`config.mk`:
```
export PLATFORM = sky130hd
export DESIGN_NAME = led_matrix_scanner_flat
export DESIGN_NICKNAME = d
export VERILOG_FILES = /design/src/rtl/led_matrix_pkg.sv /design/src/rtl/led_matrix_scanner_if.sv /design/src/rtl/led_scan_timer.sv /design/src/rtl/led_matrix_scanner.sv /design/src/flat_wrapper.sv
export SDC_FILE = /design/constraint.sdc
export NUM_CORES = 1
export LEC_CHECK = 0
export BUFFER_PORTS_ARGS = -buffer_cell sky130_fd_sc_hd__clkbuf_2
export CORE_ASPECT_RATIO = 0.75
export CORE_UTILIZATION = 55
export CTS_BUF_LIST = sky130_fd_sc_hd__clkbuf_4 sky130_fd_sc_hd__clkbuf_8
export CTS_CLUSTER_SIZE = 40
export DETAILED_ROUTE_END_ITERATION = 8
export GPL_TIMING_DRIVEN = 0
export PLACE_DENSITY = 0.8
export SYNTH_ARGS = -nofsm -noshare
export SYNTH_HDL_FRONTEND = slang
export SYNTH_HIERARCHICAL = 1
export SYNTH_SLANG_ARGS = --single-unit
```
`constraint.sdc`:
```
create_clock -name clk -period 3.35 [get_ports clk]
set_input_delay 0.1675 -clock clk [delete_from_list [all_inputs] [get_ports clk]]
set_output_delay 0.1675 -clock clk [all_outputs]
set_load 0.1 [all_outputs]
```
`src/rtl/led_matrix_pkg.sv`:
```
// Shared constants and lane-to-column mapping for the LED matrix scanner and its models.
// Build option: LED_MATRIX_DIM_EN (frame-rate PWM dimming, used by the scanner top).
package led_matrix_pkg;

    localparam int DEF_ROWS  = 16;
    localparam int DEF_COLS  = 16;
    localparam int DEF_LANES = 4;
    localparam int MAX_COLS  = 64;
    localparam int MAX_LANES = 16;

    // Lane k owns a group of cols/lanes columns and lights the top lane_w of them.
    function automatic logic [MAX_COLS-1:0] lane_mask(
        input logic [MAX_LANES-1:0] lane_bits,
        input int                   cols,
        input int                   lanes,
        input int                   lane_w
    );
        logic [MAX_COLS-1:0] mask;
        int                  group;
        int                  idx;
        mask  = '0;
        group = cols / lanes;
        for (int k = 0; k < MAX_LANES; k++) begin
            for (int j = 0; j < MAX_COLS; j++) begin
                idx = k * group + group - lane_w + j;
                if (k < lanes && lane_bits[k[3:0]] && j < lane_w && idx >= 0 && idx < cols) begin
                    mask[idx[5:0]] = 1'b1;
                end
            end
        end
        return mask;
    endfunction

endpackage

```
`src/rtl/led_matrix_scanner_if.sv`:
```
// Game-side port bundle of the LED matrix scanner: block map in, frame timing out.
// Build option: LED_MATRIX_DIM_EN adds the brightness input.
interface led_matrix_scanner_if
    import led_matrix_pkg::*;
#(
    parameter int ROWS  = DEF_ROWS,
    parameter int LANES = DEF_LANES
);

    logic                    enable;
    logic [ROWS*LANES-1:0]   blocks_in;
`ifdef LED_MATRIX_DIM_EN
    logic [3:0]              brightness;
`endif
    logic                    frame_start;
    logic [$clog2(ROWS)-1:0] row_idx;

    modport master (
        output enable,
        output blocks_in,
`ifdef LED_MATRIX_DIM_EN
        output brightness,
`endif
        input  frame_start,
        input  row_idx
    );

    modport slave (
        input  enable,
        input  blocks_in,
`ifdef LED_MATRIX_DIM_EN
        input  brightness,
`endif
        output frame_start,
        output row_idx
    );

endinterface

```
`src/rtl/led_scan_timer.sv`:
```
// Row-scan timebase: slot divider, row counter, enable-edge detect and frame strobes.
// Build option: LED_MATRIX_DIM_EN exposes the natural frame-wrap strobe for the PWM counter.
module led_scan_timer
    import led_matrix_pkg::*;
#(
    parameter int ROWS     = DEF_ROWS,
    parameter int SCAN_DIV = 1024
) (
    input  logic                        clk,
    input  logic                        rst_n,
    input  logic                        enable,
    output logic [$clog2(SCAN_DIV)-1:0] div_cnt,
    output logic [$clog2(ROWS)-1:0]     row_cnt,
    output logic                        run,
    output logic                        frame_load,
`ifdef LED_MATRIX_DIM_EN
    output logic                        frame_wrap,
`endif
    output logic                        new_frame
);

    localparam int              DW      = $clog2(SCAN_DIV);
    localparam int              RW      = $clog2(ROWS);
    localparam logic [DW-1:0]   DIV_MAX = DW'(SCAN_DIV - 1);
    localparam logic [RW-1:0]   ROW_MAX = RW'(ROWS - 1);

    logic [DW-1:0] div_q, div_d;
    logic [RW-1:0] row_q, row_d;
    logic          enable_q, enable_d;
    logic          new_frame_q, new_frame_d;
    logic          rise;
    logic          wrap;

    always_comb begin
        rise        = enable & ~enable_q;
        wrap        = enable & enable_q & (div_q == DIV_MAX) & (row_q == ROW_MAX);
        enable_d    = enable;
        new_frame_d = rise | wrap;
        div_d       = div_q;
        row_d       = row_q;
        if (!(enable && enable_q)) begin
            div_d = '0;
            row_d = '0;
        end else if (div_q == DIV_MAX) begin
            div_d = '0;
            row_d = (row_q == ROW_MAX) ? '0 : row_q + RW'(1);
        end else begin
            div_d = div_q + DW'(1);
        end
    end

    // enable_q resets high so that leaving reset with enable already set is not seen as an edge.
    always_ff @(posedge clk or negedge rst_n) begin
        if (!rst_n) begin
            div_q       <= '0;
            row_q       <= '0;
            enable_q    <= 1'b1;
            new_frame_q <= 1'b0;
        end else begin
            div_q       <= div_d;
            row_q       <= row_d;
            enable_q    <= enable_d;
            new_frame_q <= new_frame_d;
        end
    end

    assign div_cnt    = div_q;
    assign row_cnt    = row_q;
    assign run        = enable & enable_q;
    assign frame_load = rise | wrap;
    assign new_frame  = new_frame_q;
`ifdef LED_MATRIX_DIM_EN
    assign frame_wrap = wrap;
`endif

endmodule

```
`src/rtl/led_matrix_scanner.sv`:
```
// Multiplexed LED matrix scan driver: shadow frame, lane mapping, row blanking, registered pins.
// Build option: LED_MATRIX_DIM_EN enables frame-rate PWM dimming via bus.brightness.
module led_matrix_scanner
    import led_matrix_pkg::*;
#(
    parameter int ROWS     = DEF_ROWS,
    parameter int COLS     = DEF_COLS,
    parameter int LANES    = DEF_LANES,
    parameter int LANE_W   = 2,
    parameter int SCAN_DIV = 1024,
    parameter int BLANK    = 16
) (
    input  logic                 clk,
    input  logic                 rst_n,
    led_matrix_scanner_if.slave  bus,
    output logic [ROWS-1:0]      led_row,
    output logic [COLS-1:0]      led_col
);

    localparam int            DW      = $clog2(SCAN_DIV);
    localparam int            RW      = $clog2(ROWS);
    localparam logic [DW-1:0] BLANK_C = DW'(BLANK);

    logic [DW-1:0]         div_cnt;
    logic [RW-1:0]         row_cnt;
    logic                  run;
    logic                  frame_load;
    logic                  new_frame;
    logic [ROWS*LANES-1:0] shadow_q, shadow_d;
    logic [LANES-1:0]      row_lanes;
    logic [COLS-1:0]       col_map;
    logic                  col_en;
    logic [ROWS-1:0]       led_row_q, led_row_d;
    logic [COLS-1:0]       led_col_q, led_col_d;
    logic                  frame_start_q, frame_start_d;
    logic [RW-1:0]         row_idx_q, row_idx_d;
`ifdef LED_MATRIX_DIM_EN
    logic                  frame_wrap;
    logic [3:0]            pwm_q, pwm_d;
    logic [3:0]            bright_q, bright_d;
`endif

    led_scan_timer #(
        .ROWS     (ROWS),
        .SCAN_DIV (SCAN_DIV)
    ) u_timer (
        .clk        (clk),
        .rst_n      (rst_n),
        .enable     (bus.enable),
        .div_cnt    (div_cnt),
        .row_cnt    (row_cnt),
        .run        (run),
        .frame_load (frame_load),
`ifdef LED_MATRIX_DIM_EN
        .frame_wrap (frame_wrap),
`endif
        .new_frame  (new_frame)
    );

    always_comb begin
        shadow_d  = frame_load ? bus.blocks_in : shadow_q;
        row_lanes = '0;
        for (int r = 0; r < ROWS; r++) begin
            if (row_cnt == RW'(r)) begin
                row_lanes = shadow_q[r*LANES +: LANES];
            end
        end
        col_map = COLS'(lane_mask(MAX_LANES'(row_lanes), COLS, LANES, LANE_W));
    end

`ifdef LED_MATRIX_DIM_EN
    // PWM phase steps only on natural frame wraps; an enable restart keeps the phase.
    always_comb begin
        bright_d = frame_load ? bus.brightness : bright_q;
        pwm_d    = pwm_q;
        if (frame_wrap) begin
            pwm_d = (pwm_q == 4'd14) ? 4'd0 : pwm_q + 4'd1;
        end
        col_en = pwm_q < bright_q;
    end

    always_ff @(posedge clk or negedge rst_n) begin
        if (!rst_n) begin
            pwm_q    <= '0;
            bright_q <= '0;
        end else begin
            pwm_q    <= pwm_d;
            bright_q <= bright_d;
        end
    end
`else
    assign col_en = 1'b1;
`endif

    always_comb begin
        led_row_d = '1;
        led_col_d = '0;
        if (run && div_cnt >= BLANK_C) begin
            led_row_d = ~(ROWS'(1) << row_cnt);
            if (col_en) begin
                led_col_d = col_map;
            end
        end
        frame_start_d = new_frame & run;
        row_idx_d     = run ? row_cnt : '0;
    end

    always_ff @(posedge clk or negedge rst_n) begin
        if (!rst_n) begin
            shadow_q      <= '0;
            led_row_q     <= '1;
            led_col_q     <= '0;
            frame_start_q <= 1'b0;
            row_idx_q     <= '0;
        end else begin
            shadow_q      <= shadow_d;
            led_row_q     <= led_row_d;
            led_col_q     <= led_col_d;
            frame_start_q <= frame_start_d;
            row_idx_q     <= row_idx_d;
        end
    end

    assign led_row         = led_row_q;
    assign led_col         = led_col_q;
    assign bus.frame_start = frame_start_q;
    assign bus.row_idx     = row_idx_q;

endmodule

```
`src/flat_wrapper.sv`:
```
// flat-port wrapper written by rule: the top's interface ports become plain ports
module led_matrix_scanner_flat import led_matrix_pkg::*;
#(
    parameter int ROWS     = DEF_ROWS,
    parameter int COLS     = DEF_COLS,
    parameter int LANES    = DEF_LANES,
    parameter int LANE_W   = 2,
    parameter int SCAN_DIV = 1024,
    parameter int BLANK    = 16
)
  (clk, rst_n, led_row, led_col, bus_enable, bus_blocks_in, bus_frame_start, bus_row_idx);
  led_matrix_scanner_if #(.ROWS(ROWS), .LANES(LANES)) bus_i ();
  input  logic clk;
  input  logic rst_n;
  output logic [ROWS-1:0] led_row;
  output logic [COLS-1:0] led_col;
  input wire logic [$bits(bus_i.enable)-1:0] bus_enable;
  input wire logic [$bits(bus_i.blocks_in)-1:0] bus_blocks_in;
  output wire logic [$bits(bus_i.frame_start)-1:0] bus_frame_start;
  output wire logic [$bits(bus_i.row_idx)-1:0] bus_row_idx;
  assign bus_i.enable = bus_enable;
  assign bus_i.blocks_in = bus_blocks_in;
  assign bus_frame_start = bus_i.frame_start;
  assign bus_row_idx = bus_i.row_idx;
  led_matrix_scanner #(.ROWS(ROWS), .COLS(COLS), .LANES(LANES), .LANE_W(LANE_W), .SCAN_DIV(SCAN_DIV), .BLANK(BLANK)) u_core (.clk(clk), .rst_n(rst_n), .bus(bus_i), .led_row(led_row), .led_col(led_col));
endmodule
```
Word level (Yosys, flattened, before mapping)
Cells that the tools add are included.

cells by class
  order comparisons = 1
  muxes and demuxes = 28
  reduce and logical (&&, ||, !) cells = 3
  shift operators = 1
  eq/ne operators = 17
  add/sub/neg operators = 2
  bitwise logic cells = 8

operators with widths
  operator               count
  $mux 4                 20
  $eq 4x4->1 const B     8
  $mux 16                2
  $mux 10                2
  $eq 4x3->1 const B     4
  $not 16->16            1
  $shl 1x4->16 const A   1
  $add 10x1->10 const B  1
  $eq 10x10->1 const B   1
  $ge 10x5->1 const B    1
  $eq 4x2->1 const B     2
  $and 1x1->1            5
  $add 4x1->4 const B    1
  $eq 4x1->1 const B     1
  $logic_not 4->1        1
  $mux 1                 4
  $logic_and 1x1->1      2
  $ne 2x1->1 const B     1
  $not 1->1              1
  $or 1x1->1             1

storage, ports and cells
  input bits = 67
  output and inout port bits = 37
  bits in registers = 117
  word-level logic and storage cells = 69

Logic depth before layout (Yosys ltp)
Gate-level depths: netlist (run 1).

  depth after elaboration = 19
  mapped depth = 9
  gate-level depth less buffers = 6

By module
Netlist (run 1), hierarchy kept.

by module, submodules not included
  module              times used  area each (sq um)  cells each  seq. area each (sq um)
  led_matrix_scanner  1           4081.4             339         2247.2
  led_scan_timer      1           794.5              78          401.6

Least setup slack after synthesis (run 1)
OpenSTA, ideal clock, no wires.

  path kind = reg2reg
  start point = register u_core.u_timer.div_q[0] (netlist: u_core/u_timer/div_cnt[0])
  end point = register u_core.shadow_q[10]
  setup time = 0.132 ns
  clock period less this slack = 2.316 ns
  cell stages (with the launch flop) = 9
  path buffers = 3
  path slack = 1.034 ns
  data required time = 3.218 ns
  arrival = 2.185 ns
  cell sequence = dfrtp_1 > ha_1 > nand3_1 > o41ai_1 > and2_1 > clkbuf_1 > buf_1 > clkbuf_1 > o21ai_0

on the way
  word-level cells in the longest chain between the ends = 4

ends and longest elaborated chain
  what                      line                       text
  start, declared           led_scan_timer.sv:27       logic [DW-1:0] div_q, div_d;
  start signal, assigned    led_scan_timer.sv:60       div_q <= div_d;
  $eq 10x10->1              led_scan_timer.sv:36       wrap = enable & enable_q & (div_q == DIV_MAX) & (row_q == ROW_MAX);
  $and 1x1->1 (2 in a row)  led_scan_timer.sv:36
  $or 1x1->1                led_scan_timer.sv:70       assign frame_load = rise | wrap;
  net u_core.frame_load     led_matrix_scanner.sv:27   logic frame_load;
  end signal, assigned      led_matrix_scanner.sv:116  shadow_q <= shadow_d;
  end, declared             led_matrix_scanner.sv:29   logic [ROWS*LANES-1:0] shadow_q, shadow_d;

The timed path passes the listed nets, and every way through them passes these cells.
A chain may end at the register's enable or synchronous reset.

Worst setup path in the final report (run 1)
  start point = register u_core.u_timer.div_q[0] (netlist: u_core/u_timer/div_cnt[0])
  end point = register u_core.shadow_q[2]

The elaborated chain is that of the path after synthesis.

==> summary.md, run 1 <==
| Metric | Value |
|---|---|
| Cells after synthesis | `between 400 and 500` |
| Final WS setup | `about 0.4 ns` |
| RR Startpoint | `u_core/u_timer/div_cnt[0]` |
| Root buf cell | `clkbuf_8` |
| I/O Pins | `roughly 100` |
| Post-DP HPWL | `8248 um` |
| Seq/Total Area, Yosys | `0.5432` |
| Crit end category | `flop` |
| Initial antenna violation count | `0` |
| Pin count of the biggest net entering global routing | `55` |
| Final setup viols | `0` |
| Antenna fix cells | `0` |
| Pwr dens | `between 400 and 500 mW/mm2` |
| Iteration count of the initial detailed-routing pass | `5` |
| Reg power frac | `0.564` |
| Tcrit/Tclk final | `0.8805` |
| DRT antenna net count | `0` |
| Synth async-reset ratio | `1.000` |
| Cell accounting for the most synthesized area | `dfrtp_1` |
| Post-synth EDFFs | `0` |
| Internal power | `~1.9 mW` |
| DRC violations left | `0` |
| Total leakage power | `~2.6 nW` |
| CTS buffer count | `9` |
| Critical path, cell by cell | `ha_1 -> nand3_1 -> o41ai_1 -> and2_1 -> clkbuf_1 -> buf_1 -> mux2_2` |
| Setup_tns | `0 ns` |
| Area growth from synthesis to final layout | `18.27%` |
| Commonest cells after routing, fill and taps aside | `clkbuf_2 (95), dfrtp_1 (88), mux2_2 (62), nand2_1 (35), o21ai_0 (25)` |
| FMAX | `339.0 MHz` |
| CTS tree | `built` |
| R2R depth | `7` |
| CTS H-tree depth | `3` |
| Die area | `just over 0.009 mm2` |
| Initial Util | `0.5718` |
| DP Worst Slack | `roughly 0.30 ns` |
| Total grt overflow | `0` |
| I/O Buffers | `95` |
| Final wirelength | `roughly 11000 um` |
| Data arrival, critical path | `~3.2 ns` |
| Required @ worst endpoint | `approximately 3.6 ns` |
| CTS Buffer Depth | `2` |
| Insertion delay to the later sink of the worst-skew pair | `between 0.3 and 0.4 ns` |
| Row cnt | `29` |
| Logic pwr share | `0.126` |
| Worst path bufs/invs | `2` |
| Post-synth cell types | `a little over 60` |
| WL/cell | `between 15 and 20 um` |
| Final net count | `around 600` |
| RSZ-0062 raised after global routing | `false` |
| Sw Ratio | `0.2568` |
| CP Launch Point | `u_core/u_timer/div_cnt[0]` |
| Peak supply drop | `~0.26 mV` |
| Reg-to-reg endpoint | `u_core/shadow_q[2]` |
| Hold Crit Endpoint | `u_core/shadow_q[36]` |
| Status | `finished clean` |
| Synthesized area | `0.004876 mm2` |
| Worst hold stages | `2` |
| Sink Count | `between 100 and 150` |
| Number of global-route vias before repair | `between 3k and 4k` |
| #FFs+latches synth | `roughly 110` |
| Avg Cell Area, Syn | `11.69 um2` |
| CTS clk-pin slew, worst paths | `around 0.10 ns` |
| Power Total | `2.573 mW` |
| DIE HEIGHT | `roughly 84 um` |
| Worst slew pin tran | `0.7222 ns` |
| NetSw | `around 0.66 mW` |
| Fin. Hold Viols | `0` |
| Slowest CP cell | `buf_1` |
| Commonest non-fill, non-tap cell in the layout | `clkbuf_2` |
| Dominant cells by area after synthesis | `dfrtp_1 (45%), mux2_2 (14%), dfstp_2 (9.2%)` |
| Tmin final | `just under 3 ns` |
| DR iter-0 viols | `between 300 and 400` |
| Fillers | `between 600 and 700` |
| Share of layout cells above drive strength 1 | `0.4164` |
| Worst min path class | `input port to flop` |
| Synth Warn # | `6` |
| Fin. max-slew vios | `0` |
| Relative slew margins | `0.5185` |
| Ys flop type | `dfrtp_1` |
| # Max-Cap Violations | `0` |
| R2R setup slack | `between 0.4 and 0.5 ns` |
| Worst setup path category | `flop to flop` |
| Clock skew | `0.01327 ns` |
| First-pass GRT wire length | `~18000 um` |
| Hold_sp | `bus_blocks_in[36]` |
| CP Launch Type | `flop` |
| Gpl congestion | `approximately 0.91` |
| Die Width | `roughly 110 um` |
| Total number of vias | `around 3.7k` |
| Via density | `around 5.8` |
| Crit path max-delay family | `buffers and inverters` |
| Synth top area share | `0.4516` |
| All-Layer GR Usage | `0.2534` |
| Core box area | `about 0.0085 mm2` |
| Critical path's largest stage delay | `~0.59 ns` |
| Clock share of power | `0.310` |
| Worst Path Max Fanout | `10` |
synthesized netlist by cell type (3+ instances only):
cell type and n:
dfrtp_1 88, mux2_2 62, nand2_1 35, o21ai_0 25, dfstp_2 17, nand3_1 15, a21oi_1 14, inv_1 14
buf_4 13, nor2_1 13, and2_1 8, buf_2 7, clkbuf_1 7, mux2i_1 7, nand4_1 7, nand2b_1 6
buf_1 5, nor2b_1 5, a22oi_1 4, a31oi_1 4, a21o_1 3, o31ai_1 3, o41ai_1 3, or3_1 3
cell type report:
| class | instances | area, um2 | area share |
|---|---|---|---|
| Sequential cell | 105 | 2649 | 0.4593 |
| Multi-Input combinational cell | 269 | 1982 | 0.3437 |
| Timing Repair Buffer | 98 | 525.5 | 0.09113 |
| Buffer | 35 | 216.5 | 0.03754 |
| Clock buffer | 11 | 138.9 | 0.02408 |
| Tap cell | 108 | 135.1 | 0.02343 |
| Clock inverter | 5 | 63.81 | 0.01107 |
| Inverter | 15 | 56.30 | 0.009764 |
worst reg2reg max path, delay by kind of cell (launching register included):
| kind | cells | cell delay [ns] |
|---|---|---|
| flip-flops | 1 | 0.40 |
| AND/OR/NAND/NOR | 2 | 0.53 |
| AO/OA/AOI/OAI | 1 | 0.42 |
| multiplexers | 1 | 0.42 |
| buffers and inverters | 2 | 0.85 |
| adder cells (fa/ha/maj) | 1 | 0.22 |
state kept, by name, indices dropped and copies added (netlist names):
| signal | cells |
|---|---|
| u_core/u_timer/new_frame | 1 |
| u_core/bus.frame_start | 1 |
| u_core/led_col | 4 |
| u_core/shadow_q | 64 |
| u_core/u_timer/div_cnt | 10 |
| u_core/led_row | 16 |
| u_core/u_timer/enable_q | 1 |
| u_core/bus.row_idx | 4 |
| u_core/u_timer/row_cnt | 4 |
what timing repair did:
action | CTS | global route
hold buffers | 2 | 0
hold endpoints to repair | 38 | 0
gates resized for setup | 0 | 1
endpoints found under the setup margin | 0 | 1
buffers inserted | 0 | 0
cells by family (layout without fill, tap and decap cells):
kind of cell / Yosys count / count (layout) / synth area share
AO/OA/AOI/OAI: 78 / 78 / 0.1075
AND/OR/NAND/NOR: 107 / 107 / 0.1155
other: 1 / 8 / 0.0007691
flip-flops: 105 / 105 / 0.5432
XOR/XNOR: 3 / 3 / 0.005390
adder cells (fa/ha/maj): 2 / 2 / 0.005131
multiplexers: 71 / 71 / 0.1668
buffers and inverters: 50 / 164 / 0.05568
worst max-delay path by stage:
stage                               end  depth (start not counted)
floorplan           u_core/shadow_q[10]                          8
detailed placement  u_core/shadow_q[53]                          8
CTS                 u_core/shadow_q[53]                          8
finish               u_core/shadow_q[2]                          7
global placement    u_core/shadow_q[58]                          8
global route        u_core/shadow_q[14]                          9
power by group through the flow:
stage                     sequential (mW)  combinational [mW]  clock [mW]
after detailed placement             1.47               0.324           0
after global placement               1.47               0.308           0
after global routing                 1.46               0.353       0.870
final                                1.45               0.325       0.798
after CTS                            1.45               0.327       0.821
after floorplan                      1.45               0.216           0
metal layers:
| metal | track usage | part of all wire | vias to the layer above |
|---|---|---|---|
| met1 | 0.3698 | 0.47 | 1827 |
| met5 | 0 | 0 | - |
| met4 | 0.06061 | 0.0077 | 0 |
| met3 | 0.06536 | 0.074 | 9 |
| met2 | 0.3811 | 0.45 | 179 |
| li1 | - | - | 1701 |
per-stage QoR:
step           utilization  cells  hold slack [ns]  instance area, um2
2_1_floorplan            -    424          -0.1281                4902
3_3_place_gp        0.6465    627           0.2916                5513
3_5_place_dp        0.6500    628           0.2927                5543
4_1_cts             0.6762    646         0.009993                5766
5_1_grt             0.6763    646         0.001950                5767
6_report            0.6763    646          0.02220                5767
Note: power is estimated with default switching activity, not from simulation.
==> run 2, diff against run 1 <==
==> constraint.sdc (replaced) <==
create_clock -name clk -period 3.21 [get_ports clk]
set_input_delay 0.1605 -clock clk [delete_from_list [all_inputs] [get_ports clk]]
set_output_delay 0.1605 -clock clk [all_outputs]
set_load 0.1 [all_outputs]
==> summary.md, run 2 (synthesis results as in run 1) <==
| Metric | Value |
|---|---|
| Required @ worst endpoint | `around 3.5 ns` |
| CTS H-tree depth | `3` |
| Sink Count | `around 110` |
| CTS Buffer Depth | `2` |
| Total leakage power | `between 2 and 3 nW` |
| Fin. max-slew vios | `0` |
| Relative slew margins | `0.5167` |
| Hold_sp | `bus_blocks_in[36]` |
| Fin. Hold Viols | `0` |
| Internal power | `1.997 mW` |
| Peak supply drop | `approximately 0.27 mV` |
| Root buf cell | `clkbuf_8` |
| NetSw | `slightly below 0.7 mW` |
| Iteration count of the initial detailed-routing pass | `5` |
| Sw Ratio | `0.2570` |
| Layout Cells excl Fill | `around 650` |
| Die area | `about 0.0092 mm2` |
| CTS clk-pin slew, worst paths | `0.10 ns` |
| Fillers | `between 600 and 700` |
| DIE HEIGHT | `approximately 84 um` |
| R2R setup slack | `~0.29 ns` |
| Total grt overflow | `0` |
| DRC violations left | `0` |
| Flip-flop count of the largest register after layout | `64` |
| Number of global-route vias before repair | `about 3.6k` |
| CTS tree | `built` |
| Core box area | `0.008527 mm2` |
| Pwr dens | `around 460 mW/mm2` |
| Status | `finished clean` |
| CTS buffer count | `9` |
| RSZ-0062 raised after global routing | `false` |
| I/O Buffers | `95` |
| Die Width | `between 100 and 150 um` |
| CP Launch Type | `flop` |
| Hold Crit Endpoint | `u_core/shadow_q[36]` |
| Setup_tns | `0 ns` |
| Worst hold stages | `2` |
| Clock share of power | `0.310` |
| Reg-to-reg endpoint | `u_core/shadow_q[2]` |
| DR iter-0 viols | `roughly 330` |
| Total number of vias | `~3.7k` |
| Initial antenna violation count | `0` |
| Via density | `around 5.7` |
| Worst Path Max Fanout | `10` |
| Cell Count Post-Placement | `628` |
| Gpl congestion | `roughly 0.91` |
| Pin count of the biggest net entering global routing | `55` |
| Final setup viols | `0` |
| Final design utilization | `0.6787` |
| Worst setup path category | `flop to flop` |
| All-Layer GR Usage | `0.2534` |
| Commonest cells after routing, fill and taps aside | `clkbuf_2 (95), dfrtp_1 (88), mux2_2 (62), nand2_1 (35), o21ai_0 (25)` |
| Insertion delay to the later sink of the worst-skew pair | `0.37 ns` |
| Commonest non-fill, non-tap cell in the layout | `clkbuf_2` |
| Crit end category | `flop` |
| DRT antenna net count | `0` |
| Antenna fix cells | `0` |
| Largest register by flop count | `u_core/shadow_q` |
| WL/cell | `approximately 17 um` |
| R2R depth | `7` |
| Tmin final | `between 2 and 3 ns` |
| Post-DP HPWL | `8248 um` |
| Share of layout cells above drive strength 1 | `0.4148` |
| Worst min path class | `input port to flop` |
| Clock skew | `roughly 0.015 ns` |
| # Max-Cap Violations | `0` |
| RR Startpoint | `u_core/u_timer/div_cnt[0]` |
| Data arrival, critical path | `between 3 and 4 ns` |
| I/O Pins | `approximately 100` |
| First-pass GRT wire length | `between 15000 and 20000 um` |
| Area growth from synthesis to final layout | `18.68%` |
| Logic pwr share | `0.127` |
| Row cnt | `29` |
| Final net count | `roughly 600` |
| Final wirelength | `11180 um` |
| Worst slew pin tran | `0.7249 ns` |
| Initial Util | `0.5718` |
| Reg power frac | `0.563` |
| Tcrit/Tclk final | `0.9112` |
| FMAX | `roughly 340 MHz` |
## run 2: cell count changes in the layout (fill, tap and decap cells not counted), sizes merged
cell / previous run / this run
dlygate4sd3: 2 / 4
## run 2: power by group through the flow
| stage | registers, mW | clock network [mW] | logic (mW) |
|---|---|---|---|
| 2_1_floorplan | 1.51 | 0 | 0.226 |
| 3_3_place_gp | 1.53 | 0 | 0.321 |
| 3_5_place_dp | 1.54 | 0 | 0.338 |
| 4_1_cts | 1.51 | 0.857 | 0.341 |
| 5_1_grt | 1.53 | 0.908 | 0.370 |
| 6_report | 1.51 | 0.833 | 0.341 |
## run 2: cell type report
| class | instances | area, um2 | area share |
|---|---|---|---|
| Clock buffer | 11 | 138.9 | 0.02400 |
| Tap cell | 108 | 135.1 | 0.02335 |
| Sequential cell | 105 | 2649 | 0.4577 |
| Buffer | 35 | 216.5 | 0.03741 |
| Inverter | 15 | 56.30 | 0.009730 |
| Multi-Input combinational cell | 269 | 1982 | 0.3425 |
| Clock inverter | 5 | 63.81 | 0.01103 |
| Timing Repair Buffer | 100 | 545.5 | 0.09427 |
## run 2: worst max-delay path by stage
stage	end	startpoint	cells after the start
final	u_core/shadow_q[2]	u_core/u_timer/div_cnt[0]	7
after detailed placement	u_core/shadow_q[53]	u_core/u_timer/div_cnt[0]	8
after global routing	u_core/shadow_q[14]	u_core/u_timer/div_cnt[0]	9
after global placement	u_core/shadow_q[58]	u_core/u_timer/div_cnt[0]	8
after floorplan	u_core/shadow_q[10]	u_core/u_timer/div_cnt[0]	8
after CTS	u_core/shadow_q[53]	u_core/u_timer/div_cnt[0]	8
## run 2: repair_timing
action                                  CTS  global route
resized for setup                         0             1
hold buffers                              2             2
endpoints found under the setup margin    0             5
hold endpoints to repair                 38             2
buffers inserted                          0             0
## run 2: layer usage
metal  share of wire  track usage  vias up
met1            0.46       0.3698     1825
met2            0.45       0.3811      177
met5               0            0        -
li1                -            -     1707
met3           0.077      0.06536       15
met4          0.0091      0.06061        0
## run 2: critical path: stages (launching register included)
cell and delay (ns):
dfrtp_1 0.40, ha_1 0.22, nand3_1 0.31, o41ai_1 0.41, and2_1 0.21, clkbuf_1 0.26, buf_1 0.58, mux2_2 0.42
## run 2: through the flow
step                      hold slack (ns)  total power, mW  setup slack (ns)  cell area, um2
final                             0.01480            2.688            0.2850            5787
after global routing             0.002985            2.805           0.08483            5787
after CTS                        0.002993            2.710            0.1492            5766
after detailed placement           0.2857            1.875            0.1594            5543
after global placement             0.2846            1.853            0.3160            5513
after floorplan                   -0.1351            1.738            0.8936            4902
==> run 3, diff against run 2 <==
==> constraint.sdc (replaced) <==
create_clock -name clk -period 3.6 [get_ports clk]
set_input_delay 1.08 -clock clk [delete_from_list [all_inputs] [get_ports clk]]
set_output_delay 1.08 -clock clk [all_outputs]
set_load 0.1 [all_outputs]
==> summary.md, run 3 (synthesis results as in run 1) <==
| Metric | Value |
|---|---|
| Status | `finished clean` |
| NetSw | `0.6163 mW` |
| CTS Hold Buffers Added | `0` |
| Internal power | `approximately 1.8 mW` |
| Tmin final | `between 3 and 4 ns` |
| Worst slew pin tran | `0.7250 ns` |
| Antenna fix cells | `0` |
| RSZ-0062 raised after global routing | `false` |
| Final net count | `600` |
| Data arrival, critical path | `between 3 and 4 ns` |
| Commonest non-fill, non-tap cell in the layout | `clkbuf_2` |
| DIE HEIGHT | `roughly 84 um` |
| CP Launch Type | `flop` |
| Logic pwr share | `0.126` |
| Area growth from synthesis to final layout | `17.83%` |
| Gpl congestion | `between 0.9 and 1` |
| Initial Util | `0.5718` |
| DP Worst Slack | `0.5494 ns` |
| Worst min path class | `flop to flop` |
| Share of layout cells above drive strength 1 | `0.4160` |
| Worst hold stages | `1` |
| I/O Buffers | `95` |
| Largest register by flop count | `u_core/shadow_q` |
| CTS buffer count | `9` |
| Slowest CP cell | `buf_1` |
| Iteration count of the initial detailed-routing pass | `5` |
| Critical path's largest stage delay | `~0.52 ns` |
| Die Width | `110.7 um` |
| Commonest cells after routing, fill and taps aside | `clkbuf_2 (94), dfrtp_1 (88), mux2_2 (62), nand2_1 (35), o21ai_0 (25)` |
| DRT antenna net count | `0` |
| CTS clk-pin slew, worst paths | `approximately 0.10 ns` |
| Fin. Hold Viols | `0` |
| CTS Buffer Depth | `2` |
| R2R depth | `8` |
| Flip-flop count of the largest register after layout | `64` |
| Worst path bufs/invs | `3` |
| CP dominant cell by count | `clkbuf_1` |
| Final WS setup | `0.5179 ns` |
| Required @ worst endpoint | `roughly 3.8 ns` |
| Root buf cell | `clkbuf_8` |
| Pin count of the biggest net entering global routing | `55` |
| Crit path max-delay family | `buffers and inverters` |
| Insertion delay to the later sink of the worst-skew pair | `0.37 ns` |
| Pwr dens | `approximately 420 mW/mm2` |
| Final setup viols | `0` |
| Sw Ratio | `0.2574` |
| Reg power frac | `0.564` |
| Sink Count | `approximately 110` |
| # Max-Cap Violations | `0` |
| Row cnt | `29` |
| Clock skew | `0.01476 ns` |
| Core box area | `roughly 0.0085 mm2` |
| Fin. max-slew vios | `0` |
| Cts repair resizes | `0` |
| Relative slew margins | `0.5167` |
| Crit end category | `flop` |
| Critical path, cell by cell | `ha_1 -> nand3_1 -> o41ai_1 -> and2_1 -> clkbuf_1 -> buf_1 -> clkbuf_1 -> o21ai_0` |
| All-Layer GR Usage | `0.2534` |
| CTS H-tree depth | `3` |
| Worst setup path category | `flop to flop` |
| Setup_tns | `0 ns` |
| FMAX | `roughly 320 MHz` |
| WL/cell | `roughly 17 um` |
| Worst Path Max Fanout | `10` |
| Tcrit/Tclk final | `0.8561` |
| Total leakage power | `around 2.6 nW` |
| Post-CTS Setup Inserts | `0` |
| First-pass GRT wire length | `approximately 18000 um` |
| Die area | `just over 0.009 mm2` |
| Post-DP HPWL | `a little over 8000 um` |
| Total number of vias | `between 3k and 4k` |
| I/O Pins | `104` |
| DRC violations left | `0` |
| Clock share of power | `0.311` |
| Initial antenna violation count | `0` |
| Peak supply drop | `around 0.24 mV` |
| CTS tree | `built` |
| Final wirelength | `about 11000 um` |
| Total grt overflow | `0` |
| Number of global-route vias before repair | `~3.6k` |
| Via density | `roughly 5.7` |
| Critical path depth | `8` |
| DR iter-0 viols | `350` |
run 3: cell types whose count changed in the layout (fill, tap and decap cells not counted), sizes merged:
cell and change:
dlygate4sd3 -4, clkbuf -1, buf +1
run 3: power by group through the flow:
stage / clock network [mW] / logic [mW] / registers (mW)
finish: 0.744 / 0.301 / 1.35
global placement: 0 / 0.287 / 1.37
floorplan: 0 / 0.201 / 1.35
global route: 0.810 / 0.326 / 1.36
CTS: 0.764 / 0.302 / 1.35
detailed placement: 0 / 0.301 / 1.37
run 3: stage by stage:
step	utilization	hold slack [ns]	instance area (um2)	instances	total power, mW
after detailed placement	0.6500	0.4655	5543	628	1.672
after floorplan	-	0.4337	4902	424	1.550
after global routing	0.6738	0.4967	5746	644	2.498
after CTS	0.6738	0.4918	5746	644	2.415
final	0.6738	0.4822	5746	644	2.394
after global placement	0.6465	0.4419	5513	627	1.652
run 3: routing by layer:
metal | part of all wire | global-route usage
met5 | 0 | 0
met4 | 0.010 | 0.06061
met3 | 0.079 | 0.06536
met2 | 0.45 | 0.3811
met1 | 0.46 | 0.3698
run 3: area by class of cell:
cell class,count,area (um2)
Clock buffer,11,138.9
Timing Repair Buffer,96,505.5
Inverter,15,56.30
Fill cell,629,2781
Sequential cell,105,2649
Multi-Input combinational cell,269,1982
Buffer,35,215.2
Clock inverter,5,63.81
Tap cell,108,135.1
run 3: final timing paths:
kind / start / endpoint / slack, ns
min reg2reg: u_core/u_timer/new_frame / u_core/bus.frame_start / 0.48
max in group asynchronous: rst_n / u_core/u_timer/enable_q / 2.10
max: u_core/u_timer/div_cnt[0] / u_core/shadow_q[53] / 0.52
min in group asynchronous: rst_n / u_core/bus.frame_start / 0.77
max reg2reg: u_core/u_timer/div_cnt[0] / u_core/shadow_q[53] / 0.52
min: u_core/u_timer/new_frame / u_core/bus.frame_start / 0.48
